### src/rtl/reel_spin_ctrl.sv
// Slot-machine reel sequencer: steps N reels of 2-bit symbol selects at a divided
// tick rate, then freezes them one after another with a staggered, optionally random, stop tick.
module reel_spin_ctrl #(
  parameter int N_REELS       = 3,
  parameter int TICK_DIV      = 2_500_000,
  parameter int SPIN_TICKS    = 20,
  parameter int STAGGER_TICKS = 8,
  parameter int RANDOM        = 1
) (
  input  logic                   clk,
  input  logic                   rst,
  input  logic                   start,
  output logic [2*N_REELS-1:0]   rot_state,
  output logic                   busy,
  output logic                   done,
  output logic                   match
);

  localparam int CW = $clog2(SPIN_TICKS + (N_REELS - 1) * STAGGER_TICKS + 4);
  localparam int DW = $clog2(TICK_DIV);

  typedef enum logic [1:0] {
    IDLE = 2'd0,
    SPIN = 2'd1,
    DONE = 2'd2
  } state_t;

  state_t               state_q, state_d;
  logic                 start_q;
  logic [15:0]          lfsr_q;
  logic [DW-1:0]        div_q;
  logic [CW-1:0]        tick_cnt_q;
  logic [CW-1:0]        stop_q [N_REELS];
  logic [N_REELS-1:0]   stopped_q, stopped_d;
  logic [2*N_REELS-1:0] rot_q, rot_d;
  logic                 match_q;

  logic                 accept;
  logic                 tick;
  logic [CW-1:0]        tick_cnt_inc;
  logic                 all_equal;

  assign accept       = (state_q == IDLE) && start && !start_q;
  assign tick         = (state_q == SPIN) && (div_q == DW'(TICK_DIV - 1));
  assign tick_cnt_inc = tick_cnt_q + CW'(1);

  // Reel stepping and stop detection for the current cycle.
  always_comb begin
    // NOTE: every variable gets a default first so no path leaves it unassigned (no latch).
    rot_d     = rot_q;
    stopped_d = stopped_q;
    all_equal = 1'b1;
    for (int i = 0; i < N_REELS; i++) begin
      if (tick && !stopped_q[i]) begin
        rot_d[2*i +: 2] = rot_q[2*i +: 2] + 2'd1;
        if (tick_cnt_inc == stop_q[i]) begin
          stopped_d[i] = 1'b1;
        end
      end
    end
    for (int i = 1; i < N_REELS; i++) begin
      if (rot_d[2*i +: 2] != rot_d[1:0]) begin
        all_equal = 1'b0;
      end
    end
  end

  // Next-state logic.
  always_comb begin
    state_d = state_q;
    case (state_q)
      IDLE:    if (accept) state_d = SPIN;
      SPIN:    if (&stopped_d) state_d = DONE;
      DONE:    state_d = IDLE;
      default: state_d = IDLE;
    endcase
  end

  // State register and datapath.
  always_ff @(posedge clk or posedge rst) begin
    if (rst) begin
      state_q    <= IDLE;
      start_q    <= 1'b0;
      lfsr_q     <= 16'hACE1;
      div_q      <= '0;
      tick_cnt_q <= '0;
      stopped_q  <= '0;
      rot_q      <= '0;
      match_q    <= 1'b0;
      // NOTE: the stop table is a handful of flops, so it is reset like any other state.
      for (int i = 0; i < N_REELS; i++) begin
        stop_q[i] <= '0;
      end
    end else begin
      // NOTE: non-blocking assignments so every flop samples pre-edge values.
      state_q <= state_d;
      start_q <= start;
      lfsr_q  <= {lfsr_q[14:0], lfsr_q[15] ^ lfsr_q[13] ^ lfsr_q[12] ^ lfsr_q[10]};

      if (state_q == SPIN) begin
        div_q <= tick ? '0 : div_q + DW'(1);
      end else begin
        div_q <= '0;
      end

      if (accept) begin
        tick_cnt_q <= '0;
        stopped_q  <= '0;
        match_q    <= 1'b0;
        for (int i = 0; i < N_REELS; i++) begin
          stop_q[i] <= CW'(SPIN_TICKS + i * STAGGER_TICKS
                           + ((RANDOM != 0) ? int'(lfsr_q[2*i +: 2]) : 0));
        end
      end else begin
        if (tick) begin
          tick_cnt_q <= tick_cnt_inc;
        end
        stopped_q <= stopped_d;
        rot_q     <= rot_d;
        // Reels hold their final values on the edge entering DONE.
        if (state_q == SPIN && state_d == DONE) begin
          match_q <= all_equal;
        end
      end
    end
  end

  // Outputs decode directly from flops.
  always_comb begin
    rot_state = rot_q;
    busy      = (state_q != IDLE);
    done      = (state_q == DONE);
    match     = match_q;
  end

endmodule
### config.mk
export PLATFORM = sky130hd
export DESIGN_NAME = reel_spin_ctrl
export DESIGN_NICKNAME = d
export VERILOG_FILES = /design/src/rtl/reel_spin_ctrl.sv
export SDC_FILE = /design/constraint.sdc
export NUM_CORES = 1
export LEC_CHECK = 0
export CORE_MARGIN = 10
export CORE_UTILIZATION = 55
export DETAILED_ROUTE_END_ITERATION = 7
export PLACE_DENSITY = 0.7
export SYNTH_ARGS = -nofsm -noshare
export SYNTH_HDL_FRONTEND = slang
export SYNTH_SLANG_ARGS = --single-unit
export TNS_END_PERCENT = 10
### constraint.sdc
create_clock -name clk -period 4.7 [get_ports clk]
set_input_delay 0.705 -clock clk [delete_from_list [all_inputs] [get_ports clk]]
set_output_delay 0.705 -clock clk [all_outputs]
set_load 0.05 [all_outputs]
## Word-level counts from Yosys, hierarchy flattened

Index checks and enable logic that the tools add are counted.

| storage, ports and cells | value |
|---|---|
| bits in registers | 75 |
| latch bits | 0 |
| RAM bits | 0 |
| bits in read-only memories | 0 |
| input bits | 3 |
| output and inout bits | 9 |
| logic and storage cells | 68 |
| memories kept | 0 |

| cells by class | value |
|---|---|
| add/sub/neg operators | 8 |
| $mul | 0 |
| div/mod/pow operators | 0 |
| magnitude comparators | 0 |
| eq/ne operators | 9 |
| shift operators | 0 |
| mux-type cells | 21 |
| bitwise gates (word level) | 3 |
| reductions and logical operators | 16 |

Operator list:

| kind | count |
|---|---|
| 2-to-1 mux 22 bit | 2 |
| adder 22 x 1 -> 22 bit, second input constant | 1 |
| equality test 22 bit, second input constant | 1 |
| equality test 6 bit | 3 |
| adder 5 x 2 -> 6 bit, first input constant | 2 |
| 2-to-1 mux 6 bit | 2 |
| 2-to-1 mux 1 bit | 10 |
| 2-to-1 mux 2 bit | 5 |
| logical AND 1 bit | 7 |
| adder 2 x 1 -> 2 bit, second input constant | 3 |
| adder 6 x 1 -> 6 bit, second input constant | 1 |
| adder 6 x 2 -> 6 bit, first input constant | 1 |
| nonzero test 2 bit | 3 |
| equality test 2 bit, second input constant | 2 |
| logical NOT 1 bit | 4 |
| inequality test 2 bit | 2 |
| case mux 2 bit (2 select lines) | 1 |
| 2-to-1 mux 3 bit | 1 |
| AND reduction 3 bit | 1 |
| XOR 1 bit | 3 |
| equality test 2 x 1 -> 1 bit, second input constant | 1 |
| logical NOT 2 bit | 1 |

## Depth between registers and ports, before layout

| depth | value |
|---|---|
| word-level depth | 11 |
| depth in mapped cells | 9 |
| mapped depth without buffers | 8 |

## Worst setup path after synthesis

Ideal clock, no wire load.

| timing | value |
|---|---|
| path type | reg-to-reg |
| from | register div_q[0] |
| to | register match_q, in the netlist match |
| setup time | 0.079 ns |
| data arrival time | 1.967 ns |
| data required time | 4.621 ns |
| setup slack | 2.654 ns |
| stages on the path, launching flop included | 9 |
| buffers on the path | 0 |
| period minus slack after synthesis | 2.046 ns |
| cells stage by stage | dfrtp_1 > ha_1 > and4_1 > nand4b_4 > nor3_2 > and2_2 > a41oi_4 > nor4_4 > mux2i_1 |

| on the way | value |
|---|---|
| word-level cells in the longest chain between the ends | 10 |
| elaborated cells on any way between the ends | 23 |
| those cells by class | eq/ne: 4; mux: 12; reduce/logical: 7 |

Ends and longest elaborated chain:

| item | RTL line | RTL |
|---|---|---|
| start: declaration | 31 | `logic [DW-1:0] div_q;` |
| start signal: assignment | 101 | `div_q <= tick ? '0 : div_q + DW'(1);` |
| equality test 22 bit * | 44 | `assign tick = (state_q == SPIN) && (div_q == DW'(TICK_DIV - 1));` |
| logical AND 1 bit * | 44 |  |
| logical AND 1 bit | 54 | `if (tick && !stopped_q[i]) begin` |
| 2-to-1 mux 1 bit | 54 |  |
| AND reduction 3 bit * | 73 | `SPIN: if (&stopped_d) state_d = DONE;` |
| 2-to-1 mux 2 bit * | 73 |  |
| case mux 2 bit (2 select lines) * | 71 | `case (state_q)` |
| via state_d[1] | 28 | `state_t state_q, state_d;` |
| equality test 2 bit * | 121 | `if (state_q == SPIN && state_d == DONE) begin` |
| logical AND 1 bit * | 121 |  |
| nonzero test 2 bit (no line) * | -- |  |
| end signal: assignment | 122 | `match_q <= all_equal;` |
| end: declaration | 36 | `logic match_q;` |

The timed path passes the listed nets; every way through them passes the cells marked *. The select of a mux whose other input is x is not followed.
A chain may end at the register's enable or synchronous reset.

## Final worst setup path

| timing | value |
|---|---|
| from | register state_q[0] |
| to | output port busy |

| on the way | value |
|---|---|
| word-level cells in the longest chain between the ends | 1 |

Ends and longest elaborated chain:

| item | RTL line | RTL |
|---|---|---|
| start: declaration | 28 |  |
| start signal: assignment | 96 | `state_q <= state_d;` |
| nonzero test 2 bit | 131 | `busy = (state_q != IDLE);` |
| end: declaration | 14 | `output logic busy,` |

Every way passes these cells.

==> flow_summary.ini <==
[floorplan]
row_count = 26
die_h_um = 93.46
fp.dieW_um = 93.46
core_sq_um = 5172
initial_utilization_pct = 57.38
pin_count = 12
dieArea_sq_um = 8735

[pwr]
ir_drop_uv = 291.1
p_per_area_nw_per_um2 = 436.3
p_total_uw = 1443
power_leakage_uw = 0.001517

[setup_path]
cp.required_ns = 3.99
setup.worst_path.start_class = flip-flop
path_buf_inv = 1
critPathMaxStageDelay_ns = 0.71
worstSetupPathType = flip-flop to primary output
endpoint_kind = primary output
path_cells = or2_2 > clkdlybuf4s50_1
cp_max_fo = 4
slowest_stage = clkdlybuf4s50_1
arrival_ns = 1.78
cp_top_family = buffers and inverters
crit_cells = 2
reg2reg_depth = 6

[synth]
ys_ff_latch = 64
synth_xor_area_share_pct = 11.51
synth_top_area_share_pct = 47.22
ys_seq_area_share_pct = 54.30
synthAdderAreaFrac_pct = 0.8432
synth_compound_area_share_pct = 5.228
yosys-top-cells-area = dfrtp_1 (47%), dfstp_2 (7.1%), xor2_1 (6.2%)
yosys.area_share.simple_pct = 24.11
netlist_area_sq_um = 2968
synthCells = 282
synth_flop_cell = dfrtp_1
synth_edf_count = 0
synth_mux_area_share_pct = 0.3373
syn_nets = 287
async_flop_share_pct = 100.0
avgSynthCellArea_sq_um = 10.52
synth_top_family_by_area = simple AND/OR/NAND/NOR gates
yosys.area.top_type = dfrtp_1
yosysWarningCount = 0
yosysUniqueCellTypes = 43

[detailed_routing]
first_pass_iters = 4
wl_per_cell_um = 14.65
drt-initial-drc-count = 102
drc = 0
routed_via_density = 5.336
num_vias = 1953
wl_um = 5362
ant_nets = 0

[cells_and_area]
antenna_cells = 0
area_growth_pct = 11.42
drive_gt1_share_pct = 12.50
nNetsFinal = 296
final_common_cell = dfrtp_1
mostFrequentLayoutCells = dfrtp_1 (56), nand2_1 (31), nor2_1 (25)

[sta]
rsz0062_at_grt = false
drv_slew = 0
setup_violations = 0
worst_pin_slew_ns = 1.026
fin_crit_sh_pct = 52.93
layout_setup_ws_ns = 2.212
relSlewSlack_pct = 31.43
max_freq_mhz = 402.0
finalSetupTns_ns = 0
min_period_ns = 2.488
finClkSkew_ns = 0.01103
hold_viol = 0
hold_slack_ns = 0.3514

[run_status]
outcome = finished, final reports clean

[grt]
grt_max_degree = 65
overflow = 0
grt_pass1_wl_um = 8963
grtUsageTotal_pct = 13.23
antenna_found_initial = 0
grt_pass1_vias = 1819

[hold_path]
whs_path_depth = 0
hold_path_class = flip-flop to flip-flop

[clocking]
cts_max_level = 3
cts_hold_buf = 0
post_cts_buffers = 0
cts_tree = done
clk_latency_ns = 0.34
clockRootBuffer = clkbuf_8
cts_resized = 0
path_clk_slew_ns = 0.07
cts.sinks = 64
numCtsBuffers = 9
cts.path.max_buffers = 2

[placement]
hpwl_um = 3551
io_buffers = 11
gp_congestion = 0.8008
pre_cts_ws_ns = 2.277

[job]
cap_violations = 0
==> report_power, final <==
part | leakage [uW] | switching [uW] | internal (uW)
sequential | 0.000841 | 79.6 | 606
clock | 0.0000993 | 208 | 258
combinational | 0.000577 | 172 | 119
total | 0.00152 | 460 | 983
==> logic make-up (layout without fill, tap and decap cells) <==
logic type	after synthesis	count (layout)
AOI/OAI and AO/OA	24	24
and+or+nand+nor	126	126
xor gates and xnor gates	39	39
adders and majority gates	2	2
muxes	1	1
DFF	64	64
buffers and inverters	26	40
==> synth_stat cells (all sizes together), types with 3 or more instances <==
cell type	n
nor2	25
or3	5
nor3	7
clkbuf	10
nand4	6
xor2	21
o22ai	3
nor4	4
nand2b	5
and3	8
xnor2	18
inv	12
nor4b	3
buf	4
nand2	31
dfrtp	56
dfstp	8
a21oi	6
o21ai	11
nand3	18
==> metal layers <==
layer	GRT usage, %	share of wire [%]
met5	0	0
met4	9.126	2.7
met3	4.396	4.3
met2	18.79	44
met1	16.59	49
==> flip-flops by register name (all words and copies together) (netlist names) <==
signal,flops
div_q,22
lfsr_q,16
stop_q,7
rot_state,6
tick_cnt_q,6
stopped_q,3
state_q,2
match,1
start_q,1
==> stage by stage <==
stage / utilization (%) / area (sq um) / cells
after CTS: 63.93 / 3307 / 366
after global routing: 63.93 / 3307 / 366
final: 63.93 / 3307 / 366
after detailed placement: 60.11 / 3109 / 350
after floorplan: - / 2968 / 282
after global placement: 60.11 / 3109 / 350
==> worst reg2reg max path: cells and delay by family (launching register included) <==
kind          cells  cell delay [ns]
simple gates      5             1.66
flops             1             0.38
fa+ha+maj         1             0.21
==> path summary, 6_finish.rpt <==
check	from	end	slack, ns
max in group asynchronous	rst	tick_cnt_q[2]$_DFFE_PP0P_	3.30
max reg2reg	div_q[0]$_DFF_PP0_	div_q[19]$_DFF_PP0_	2.30
max	state_q[0]$_DFF_PP0_	busy	2.21
min	lfsr_q[8]$_DFF_PP0_	lfsr_q[9]$_DFF_PP0_	0.35
min reg2reg	lfsr_q[8]$_DFF_PP0_	lfsr_q[9]$_DFF_PP0_	0.35
min in group asynchronous	rst	div_q[20]$_DFF_PP0_	0.90
==> layout make-up <==
class / count / area, sq um
Tap cell: 70 / 87.58
Clock buffer: 11 / 141.4
Clock inverter: 5 / 56.30
Inverter: 12 / 45.04
Multi-Input combinational cell: 192 / 1247
Timing Repair Buffer: 12 / 117.6
Sequential cell: 64 / 1612
Fill cell: 416 / 1866
(Power assumes the default switching activity.)
